`src/rtl/calc_req_tracker_if.sv`:
```
// Command, DUT-request, DUT-response and completion bundle for calc_req_tracker.
// master = command source / DUT model side, slave = the tracker itself.
interface calc_req_tracker_if #(
    parameter int NUM_PORTS = 4,
    parameter int CMD_W     = 4,
    parameter int TAG_W     = 2,
    parameter int DATA_W    = 32,
    parameter int LAT_W     = 8
);
    logic [NUM_PORTS-1:0]           in_valid;
    logic [NUM_PORTS-1:0]           in_ready;
    logic [NUM_PORTS*CMD_W-1:0]     in_cmd;
    logic [NUM_PORTS*DATA_W-1:0]    in_data;
    logic [NUM_PORTS*CMD_W-1:0]     req_cmd;
    logic [NUM_PORTS*TAG_W-1:0]     req_tag;
    logic [NUM_PORTS*DATA_W-1:0]    req_data;
    logic [NUM_PORTS*2-1:0]         out_resp;
    logic [NUM_PORTS*TAG_W-1:0]     out_tag;
    logic [NUM_PORTS*DATA_W-1:0]    out_data;
    logic [NUM_PORTS-1:0]           cpl_valid;
    logic [NUM_PORTS*TAG_W-1:0]     cpl_tag;
    logic [NUM_PORTS*2-1:0]         cpl_resp;
    logic [NUM_PORTS*DATA_W-1:0]    cpl_data;
    logic [NUM_PORTS*LAT_W-1:0]     cpl_lat;
    logic [NUM_PORTS-1:0]           err_unexp;
    logic [NUM_PORTS-1:0]           err_timeout;
    logic [NUM_PORTS*(TAG_W+1)-1:0] busy_cnt;

    modport master (
        output in_valid, in_cmd, in_data, out_resp, out_tag, out_data,
        input  in_ready, req_cmd, req_tag, req_data, cpl_valid, cpl_tag, cpl_resp,
               cpl_data, cpl_lat, err_unexp, err_timeout, busy_cnt
    );

    modport slave (
        input  in_valid, in_cmd, in_data, out_resp, out_tag, out_data,
        output in_ready, req_cmd, req_tag, req_data, cpl_valid, cpl_tag, cpl_resp,
               cpl_data, cpl_lat, err_unexp, err_timeout, busy_cnt
    );
endinterface

```
`src/rtl/calc_req_tracker.sv`:
```
// Per-port request issuer and tag tracker with latency measurement for CALC-family DUTs.
// Optional tag timeout is built when CALC_TRK_TIMEOUT_EN is defined.
module calc_req_tracker #(
    parameter int NUM_PORTS = 4,
    parameter int CMD_W     = 4,
    parameter int TAG_W     = 2,
    parameter int DATA_W    = 32,
    parameter int LAT_W     = 8,
    parameter int TIMEOUT   = 200
) (
    input  logic               c_clk,
    input  logic               reset,
    calc_req_tracker_if.slave  bus
);
    localparam int              NUM_TAGS = 2 ** TAG_W;
    localparam logic [LAT_W-1:0] LAT_MAX = '1;

    // Holds in_ready low until the first clock after reset is released.
    logic ready_en_reg;

    always_ff @(posedge c_clk) begin
        if (!reset) ready_en_reg <= 1'b0;
        else        ready_en_reg <= 1'b1;
    end

`ifndef CALC_TRK_TIMEOUT_EN
    logic [31:0] unused_timeout;
    assign unused_timeout = 32'(TIMEOUT);
`endif

    genvar gi;
    generate
        for (gi = 0; gi < NUM_PORTS; gi++) begin : g_port
            logic [CMD_W-1:0]    cmd;
            logic [DATA_W-1:0]   data;
            logic [1:0]          resp;
            logic [TAG_W-1:0]    rsp_tag;
            logic [DATA_W-1:0]   rsp_data;
            logic [NUM_TAGS-1:0] busy_reg;
            logic [NUM_TAGS-1:0] busy_next;
            logic [NUM_TAGS-1:0] expire;
            logic [LAT_W-1:0]    age_reg [NUM_TAGS];
            logic [LAT_W-1:0]    age_now [NUM_TAGS];
            logic [TAG_W-1:0]    free_tag;
            logic                ready;
            logic                issue;
            logic                rsp_hit;
            logic                rsp_miss;

            logic [CMD_W-1:0]    req_cmd_reg;
            logic [TAG_W-1:0]    req_tag_reg;
            logic [DATA_W-1:0]   req_data_reg;
            logic                cpl_valid_reg;
            logic [TAG_W-1:0]    cpl_tag_reg;
            logic [1:0]          cpl_resp_reg;
            logic [DATA_W-1:0]   cpl_data_reg;
            logic [LAT_W-1:0]    cpl_lat_reg;
            logic                err_unexp_reg;

            assign cmd      = bus.in_cmd[gi*CMD_W +: CMD_W];
            assign data     = bus.in_data[gi*DATA_W +: DATA_W];
            assign resp     = bus.out_resp[gi*2 +: 2];
            assign rsp_tag  = bus.out_tag[gi*TAG_W +: TAG_W];
            assign rsp_data = bus.out_data[gi*DATA_W +: DATA_W];

            assign ready    = ready_en_reg & ~(&busy_reg);
            assign issue    = bus.in_valid[gi] & ready & (cmd != '0);
            assign rsp_hit  = (resp != 2'd0) &  busy_reg[rsp_tag];
            assign rsp_miss = (resp != 2'd0) & ~busy_reg[rsp_tag];

            // age_now is the age as seen at the coming edge, i.e. cycles since the issue edge.
            always_comb begin
                free_tag = '0;
                for (int t = NUM_TAGS - 1; t >= 0; t--) begin
                    if (!busy_reg[t]) free_tag = TAG_W'(t);
                end
                for (int t = 0; t < NUM_TAGS; t++) begin
                    age_now[t] = (age_reg[t] == LAT_MAX) ? LAT_MAX : age_reg[t] + 1'b1;
                end
            end

`ifdef CALC_TRK_TIMEOUT_EN
            logic err_timeout_reg;

            // A response arriving on the expiry edge takes precedence over the timeout.
            always_comb begin
                expire = '0;
                for (int t = 0; t < NUM_TAGS; t++) begin
                    expire[t] = busy_reg[t] && (age_now[t] == LAT_W'(TIMEOUT))
                                && !(rsp_hit && (rsp_tag == TAG_W'(t)));
                end
            end

            always_ff @(posedge c_clk) begin
                if (!reset) err_timeout_reg <= 1'b0;
                else        err_timeout_reg <= |expire;
            end

            assign bus.err_timeout[gi] = err_timeout_reg;
`else
            assign expire              = '0;
            assign bus.err_timeout[gi] = 1'b0;
`endif

            always_comb begin
                busy_next = busy_reg & ~expire;
                if (rsp_hit) busy_next[rsp_tag]  = 1'b0;
                if (issue)   busy_next[free_tag] = 1'b1;
            end

            always_ff @(posedge c_clk) begin
                if (!reset) begin
                    busy_reg      <= '0;
                    req_cmd_reg   <= '0;
                    req_tag_reg   <= '0;
                    req_data_reg  <= '0;
                    cpl_valid_reg <= 1'b0;
                    cpl_tag_reg   <= '0;
                    cpl_resp_reg  <= '0;
                    cpl_data_reg  <= '0;
                    cpl_lat_reg   <= '0;
                    err_unexp_reg <= 1'b0;
                    for (int t = 0; t < NUM_TAGS; t++) age_reg[t] <= '0;
                end else begin
                    busy_reg <= busy_next;
                    for (int t = 0; t < NUM_TAGS; t++) begin
                        if (issue && (free_tag == TAG_W'(t))) age_reg[t] <= '0;
                        else if (busy_reg[t])                 age_reg[t] <= age_now[t];
                    end
                    req_cmd_reg   <= issue ? cmd : '0;
                    req_tag_reg   <= issue ? free_tag : '0;
                    req_data_reg  <= issue ? data : '0;
                    cpl_valid_reg <= rsp_hit;
                    cpl_tag_reg   <= rsp_hit ? rsp_tag : '0;
                    cpl_resp_reg  <= rsp_hit ? resp : '0;
                    cpl_data_reg  <= rsp_hit ? rsp_data : '0;
                    cpl_lat_reg   <= rsp_hit ? age_now[rsp_tag] : '0;
                    err_unexp_reg <= rsp_miss;
                end
            end

            assign bus.in_ready[gi]                          = ready;
            assign bus.req_cmd[gi*CMD_W +: CMD_W]            = req_cmd_reg;
            assign bus.req_tag[gi*TAG_W +: TAG_W]            = req_tag_reg;
            assign bus.req_data[gi*DATA_W +: DATA_W]         = req_data_reg;
            assign bus.cpl_valid[gi]                         = cpl_valid_reg;
            assign bus.cpl_tag[gi*TAG_W +: TAG_W]            = cpl_tag_reg;
            assign bus.cpl_resp[gi*2 +: 2]                   = cpl_resp_reg;
            assign bus.cpl_data[gi*DATA_W +: DATA_W]         = cpl_data_reg;
            assign bus.cpl_lat[gi*LAT_W +: LAT_W]            = cpl_lat_reg;
            assign bus.err_unexp[gi]                         = err_unexp_reg;
            assign bus.busy_cnt[gi*(TAG_W+1) +: (TAG_W+1)]   = (TAG_W+1)'($countones(busy_reg));
        end
    endgenerate
endmodule

```
`src/flat_wrapper.sv`:
```
// flat-port wrapper written by rule: the top's interface ports become plain ports
module calc_req_tracker_flat 
#(
    parameter int NUM_PORTS = 4,
    parameter int CMD_W     = 4,
    parameter int TAG_W     = 2,
    parameter int DATA_W    = 32,
    parameter int LAT_W     = 8,
    parameter int TIMEOUT   = 200
)
  (c_clk, reset, bus_in_valid, bus_in_cmd, bus_in_data, bus_out_resp, bus_out_tag, bus_out_data, bus_in_ready, bus_req_cmd, bus_req_tag, bus_req_data, bus_cpl_valid, bus_cpl_tag, bus_cpl_resp, bus_cpl_data, bus_cpl_lat, bus_err_unexp, bus_err_timeout, bus_busy_cnt);
  calc_req_tracker_if #(.NUM_PORTS(NUM_PORTS), .CMD_W(CMD_W), .TAG_W(TAG_W), .DATA_W(DATA_W), .LAT_W(LAT_W)) bus_i ();
  input  logic c_clk;
  input  logic reset;
  input wire logic [$bits(bus_i.in_valid)-1:0] bus_in_valid;
  input wire logic [$bits(bus_i.in_cmd)-1:0] bus_in_cmd;
  input wire logic [$bits(bus_i.in_data)-1:0] bus_in_data;
  input wire logic [$bits(bus_i.out_resp)-1:0] bus_out_resp;
  input wire logic [$bits(bus_i.out_tag)-1:0] bus_out_tag;
  input wire logic [$bits(bus_i.out_data)-1:0] bus_out_data;
  output wire logic [$bits(bus_i.in_ready)-1:0] bus_in_ready;
  output wire logic [$bits(bus_i.req_cmd)-1:0] bus_req_cmd;
  output wire logic [$bits(bus_i.req_tag)-1:0] bus_req_tag;
  output wire logic [$bits(bus_i.req_data)-1:0] bus_req_data;
  output wire logic [$bits(bus_i.cpl_valid)-1:0] bus_cpl_valid;
  output wire logic [$bits(bus_i.cpl_tag)-1:0] bus_cpl_tag;
  output wire logic [$bits(bus_i.cpl_resp)-1:0] bus_cpl_resp;
  output wire logic [$bits(bus_i.cpl_data)-1:0] bus_cpl_data;
  output wire logic [$bits(bus_i.cpl_lat)-1:0] bus_cpl_lat;
  output wire logic [$bits(bus_i.err_unexp)-1:0] bus_err_unexp;
  output wire logic [$bits(bus_i.err_timeout)-1:0] bus_err_timeout;
  output wire logic [$bits(bus_i.busy_cnt)-1:0] bus_busy_cnt;
  assign bus_i.in_valid = bus_in_valid;
  assign bus_i.in_cmd = bus_in_cmd;
  assign bus_i.in_data = bus_in_data;
  assign bus_i.out_resp = bus_out_resp;
  assign bus_i.out_tag = bus_out_tag;
  assign bus_i.out_data = bus_out_data;
  assign bus_in_ready = bus_i.in_ready;
  assign bus_req_cmd = bus_i.req_cmd;
  assign bus_req_tag = bus_i.req_tag;
  assign bus_req_data = bus_i.req_data;
  assign bus_cpl_valid = bus_i.cpl_valid;
  assign bus_cpl_tag = bus_i.cpl_tag;
  assign bus_cpl_resp = bus_i.cpl_resp;
  assign bus_cpl_data = bus_i.cpl_data;
  assign bus_cpl_lat = bus_i.cpl_lat;
  assign bus_err_unexp = bus_i.err_unexp;
  assign bus_err_timeout = bus_i.err_timeout;
  assign bus_busy_cnt = bus_i.busy_cnt;
  calc_req_tracker #(.NUM_PORTS(NUM_PORTS), .CMD_W(CMD_W), .TAG_W(TAG_W), .DATA_W(DATA_W), .LAT_W(LAT_W), .TIMEOUT(TIMEOUT)) u_core (.c_clk(c_clk), .reset(reset), .bus(bus_i));
endmodule
```
`config.mk`:
```
export PLATFORM = sky130hd
export DESIGN_NAME = calc_req_tracker_flat
export DESIGN_NICKNAME = d
export VERILOG_FILES = /design/src/rtl/calc_req_tracker_if.sv /design/src/rtl/calc_req_tracker.sv /design/src/flat_wrapper.sv
export SDC_FILE = /design/constraint.sdc
export NUM_CORES = 1
export LEC_CHECK = 0
export BUFFER_PORTS_ARGS = -buffer_cell sky130_fd_sc_hd__buf_2
export CAP_MARGIN = 20
export CORE_AREA = 2 2 255 257
export CTS_BUF_LIST = sky130_fd_sc_hd__clkbuf_16
export CTS_CLUSTER_SIZE = 25
export DETAILED_ROUTE_END_ITERATION = 16
export DIE_AREA = 0 0 257 259
export SKIP_CTS_REPAIR_TIMING = 1
export SYNTH_ARGS = -nofsm -noshare
export SYNTH_HDL_FRONTEND = slang
export SYNTH_SLANG_ARGS = --single-unit
```
`constraint.sdc`:
```
create_clock -name c_clk -period 3 [get_ports c_clk]
set_clock_uncertainty 0.05 [all_clocks]
set_input_delay 0.15 -clock c_clk [delete_from_list [all_inputs] [get_ports c_clk]]
set_output_delay 0.15 -clock c_clk [all_outputs]
set_load 0.03 [all_outputs]
```
# Word-level counts from Yosys, hierarchy flattened
# Memories as Yosys holds them, arrays and structs flattened.
# Index checks and enable logic that the tools add are counted.
[op_classes]
add_sub_neg = 28
n_lt_le_gt_ge = 20
n_eq_ne = 28
muxes = 222
n_bitwise = 76
n_reduce_logical = 48
[ops]
columns = ["cell", "n"]
rows = [
  ["$mux W8", 56],
  ["$add A8 B1 Y8 const B", 16],
  ["$eq A8 B8 Y1 const B", 16],
  ["$mux W1", 126],
  ["$bmux W8 S2", 4],
  ["$mux W2", 16],
  ["$mux W4", 8],
  ["$or A1 B1 Y1", 32],
  ["$logic_and A1 B1 Y1", 24],
  ["$lt A2 B3 Y1 const B", 8],
  ["$and A1 B1 Y1", 20],
  ["$add A1 B1 Y2", 8],
  ["$and A4 B4 Y4", 4],
  ["$demux W1 S2", 8],
  ["$eq A2 B2 Y1 const B", 8],
  ["$ge A2 B1 Y1 const B", 8],
  ["$not A4 Y4", 4],
  ["$or A4 B4 Y4", 4],
  ["$reduce_and A2 Y1", 8],
  ["$reduce_and A4 Y1", 4],
  ["$reduce_bool A4 Y1", 4],
  ["$add A3 B3 Y3", 4],
  ["$ge A3 B3 Y1 const B", 4],
  ["$not A2 Y3", 4],
  ["other kinds (5)", 24],
]
[word_totals]
ff_bits = 353
ramBits = 128
output_inout_bits = 356
memories = 4
[mem_list]
columns = ["memory", "depth", "word_bits", "read_ports", "rd_ports_with_merged_regs", "wr", "line", "source"]
rows = [
  ["u_core.g_port[0].age_reg", 4, 8, 4, 0, 4, "calc_req_tracker.sv:42", "logic [LAT_W-1:0] age_reg [NUM_TAGS];"],
  ["u_core.g_port[1].age_reg", 4, 8, 4, 0, 4, "calc_req_tracker.sv:42", ""],
  ["u_core.g_port[2].age_reg", 4, 8, 4, 0, 4, "calc_req_tracker.sv:42", ""],
  ["u_core.g_port[3].age_reg", 4, 8, 4, 0, 4, "calc_req_tracker.sv:42", ""],
]

# Longest topological paths before layout
[depth]
word_depth = 11
depth_mapped = 7
ltp_nobuf = 7

# Worst setup path after synthesis
# OpenSTA, ideal clock, no wires.
[synth_timing]
kind = "register -> register"
start = "register u_core.g_port[0].busy_reg[2]"
end = "memory u_core.g_port[0].age_reg[2][0] (netlist: u_core.g_port[0].age_reg[0][16]), enable pin"
setup_time_ns = 0.338
arrival_time_ns = 1.773
t_required_ns = 2.612
setup_slack_ns = 0.839
stages_incl_launch_ff = 7
path_cell_list = "dfxtp_1 -> ha_1 -> ha_1 -> and2b_1 -> nand3b_2 -> or3_1 -> nand3b_1"
[synth_lines]
columns = ["element", "line", "source"]
rows = [
  ["start, declared", "calc_req_tracker.sv:39", "logic [NUM_TAGS-1:0] busy_reg;"],
  ["start signal, assigned", "calc_req_tracker.sv:125", "busy_reg <= busy_next;"],
  ["end, declared", "calc_req_tracker.sv:42", ""],
]

# Worst setup path after layout
[layout_timing]
start = "register u_core.g_port[1].busy_reg[1]"
end = "output port bus_busy_cnt[4]"
[layout_via]
elab_chain_cells = 2
[layout_rtl]
columns = ["element", "line", "source"]
rows = [
  ["start, declared", "calc_req_tracker.sv:39", ""],
  ["start signal, assigned", "calc_req_tracker.sv:125", ""],
  ["$add A1 B1 Y2 (not written as such)", "calc_req_tracker.sv:152", "assign bus.busy_cnt[gi*(TAG_W+1) +: (TAG_W+1)] = (TAG_W+1)'($countones(busy_reg));"],
  ["$add A3 B3 Y3 (not written as such)", "calc_req_tracker.sv:152", ""],
  ["end, declared", "flat_wrapper.sv:32", "output wire logic [$bits(bus_i.busy_cnt)-1:0] bus_busy_cnt;"],
]
# No other way between the ends.

==> key figures <==
Clocking
  – Clk sinks: 481
  – Largest buffer count on any clock path: 3
  – Worst-Skew Late Latency: 0.62 ns
  – CTS clk-pin slew, worst paths: 0.06 ns
  – CTS Buf Count: 54
  – CTS tree: yes
  – CTS Root Cell: clkbuf_16
  – H-Tree Level Count: 2

Setup path
  – Critical path buffers and inverters: 5
  – Reg-to-Reg Start: u_core.g_port[2].busy_reg[3]
  – Worst path required time: 2.80 ns
  – CP startpoint: u_core.g_port[1].busy_reg[1]
  – R2R Path End: u_core.g_port[2].age_reg[1][3]
  – Crit path depth: 8
  – Worst setup EP type: primary output
  – CP max FO: 7
  – CP dominant cell by count: inv_1
  – Crit path launch type: flop
  – Crit-path leading delay family: adder cells
  – Worst path cell trace: inv_1 -> ha_1 -> inv_1 -> ha_1 -> inv_1 -> fa_1 -> inv_1 -> buf_2
  – Crit path capture: bus_busy_cnt[4]
  – CP max stage delay: 0.44 ns
  – CP max stage cell: dfxtp_1
  – Register-to-Register Path Depth: 7
  – Critical path class: reg2out
  – Critical Path AT: 2.44 ns
  – Flop2flop setup slack: 0.50 ns

Power and ir drop
  – Pwr per Cell Area: 541 nW/um^2
  – Comb power frac: 9.3%
  – Sequential share of power: 47.2%
  – Sw Share: 24.9%
  – Clk network pwr share: 43.5%
  – P_leak: 12.7 nW
  – VDD IR max: 0.000471 V
  – Internal cell power: 11.1 mW
  – Psw: 3.68 mW

Detailed routing
  – Aggregate routed wire length: 67700 um
  – Antenna-violating nets left: 0
  – Routed vias: 16900
  – DRT iter0 DRCs: 1282
  – # DRC: 0
  – Drt pass-1 iters: 5
  – Routed len/inst: 18.9 um
  – Routed vias/inst: 4.72

GRT
  – Total grt overflow: 0
  – First-pass GRT wire length: 92100 um
  – Number of global-route vias before repair: 15400
  – GRT Util Overall: 18.0%
  – Initial antenna violation count: 13
  – Largest net degree at the start of global routing: 93

STA
  – Worst Max-Slew Pin Slew: 0.832 ns
  – Fin crit share: 88.0%
  – Endpoints failing setup: 0
  – Min Tclk post-route: 2.64 ns
  – Unrepaired setup endpoints after global routing: false
  – Final Hold Fails: 0
  – Slew Viols, Final: 0
  – Slew HR: 44.5%
  – F_max: 0.379 GHz
  – TNS Setup: 0 ns

Placed design
  – Routability cong.: 0.897
  – I/O Buffers: 645
  – DP HPWL: 49000 um
  – Placed cell area: 22600 um^2

Cells and area
  – Most frequent cells in the layout: buf_2, dfxtp_1, dlygate4sd3_1
  – Multi-input gate area: 7060 um^2
  – # fillers: 5997
  – Seq. cell area: 10900 um^2
  – Commonest non-fill, non-tap cell in the layout: buf_2
  – Area delta synth->final: 47.0%
  – Share of layout cells above drive strength 1: 28.7%
  – Final instance area: 27300 um^2
  – # diodes: 0
  – Nets: 3012

Yosys
  – Dominant synthesized flop cell: dfxtp_1
  – YS warnings: 0
  – FF+latch count, synth: 481
  – Asr flop ratio synth: 0%
  – Synthesized area: 18600 um^2
  – Avg Inst Size Synth: 10.7 um^2
  – Mapped Cells: 1742
  – Register area share after synthesis: 58.8%
  – Distinct cells, synth: 60
  – Post-synth EDFFs: 128

Floorplan
  – Die Height: 259 um
  – Chip width: 257 um
  – I/O pin total: 650
  – Row Count: 93
  – Die Area: 66600 um^2
  – Starting density of the core: 29.1%
  – Core area: 63900 um^2

Status
  – Status: finished, final reports clean

Hold path
  – Hold path cells: 4
  – Min-delay worst type: in2reg

Job
  – Max-Cap Viols: 0
[through the flow]
step	std cells	hold WS (ns)	utilization (%)	setup WS, ns	power [mW]
2_1_floorplan	1745	0.128	-	0.839	7.65
3_3_place_gp	3179	0.298	35.4	0.145	8.13
3_5_place_dp	3179	0.301	35.4	0.0640	8.14
4_1_cts	3280	-0.363	38.1	0.0614	14.6
5_1_grt	3572	0.00969	42.7	0.158	15.3
6_report	3572	0.0228	42.7	0.360	14.8
[cells in the mapped netlist, types with 41 or more instances]
master	count	area (um^2)
nand3_1	52	260
nand2_1	64	240
and3_1	147	920
ha_1	42	526
inv_1	51	191
a21oi_1	120	601
edfxtp_1	128	3840
clkbuf_1	51	191
dfxtp_1	353	7070
and2_1	171	1070
o21ai_0	68	340
nor3_1	41	205
nor2_1	109	409
[cell families (layout without fill, tap and decap cells)]
family,count (synthesis),after routing,synth area share [%]
other,1,4,0.0202
flip-flops,481,481,58.8
XOR/XNOR,26,26,1.23
adder cells (fa/ha/maj),46,46,3.26
AO/OA/AOI/OAI,296,296,9.26
multiplexers,20,20,1.35
AND/OR/NAND/NOR,734,734,22.7
buffers and inverters,138,1110,3.38
[worst min-delay path by stage]
stage	start	slack [ns]	to
2_1_floorplan	reset	0.13	u_core.ready_en_reg
3_3_place_gp	bus_out_data[43]	0.30	u_core.g_port[1].cpl_data_reg[11]
3_5_place_dp	bus_out_data[29]	0.30	u_core.g_port[0].cpl_data_reg[29]
4_1_cts	bus_out_data[116]	-0.36	u_core.g_port[3].cpl_data_reg[20]
5_1_grt	bus_in_valid[1]	0.01	u_core.g_port[1].req_tag_reg[0]
6_report	bus_in_valid[1]	0.02	u_core.g_port[1].req_tag_reg[0]
[worst min-delay path, stage by stage]
cell	delay, ns
buf_2	0.10
nand3b_1	0.15
or2_2	0.16
nor3_1	0.06
[layout make-up]
type / count / share of cell area (%)
tap: 855 / 3.92
sequential: 481 / 40.0
clock inverter: 42 / 0.954
timing repair buffer: 956 / 23.1
clock buffer: 59 / 5.41
multi-input combinational: 1126 / 25.9
inverter: 53 / 0.729
[layer usage]
layer	global-route usage, %	routed length (um)	vias up
li1	-	-	8011
met1	23.1	28200	8032
met2	28.6	31700	698
met3	5.86	5970	120
met4	5.83	1740	10
met5	0	71	-
[power by group through the flow]
stage / registers (mW) / clock network (mW) / logic (mW)
6_report: 6.97 / 6.43 / 1.37
5_1_grt: 6.99 / 6.83 / 1.46
4_1_cts: 6.97 / 6.60 / 1.04
3_5_place_dp: 7.11 / 0 / 1.04
3_3_place_gp: 7.10 / 0 / 1.03
2_1_floorplan: 7.22 / 0 / 0.436
Note: power is estimated with default switching activity, not from simulation.
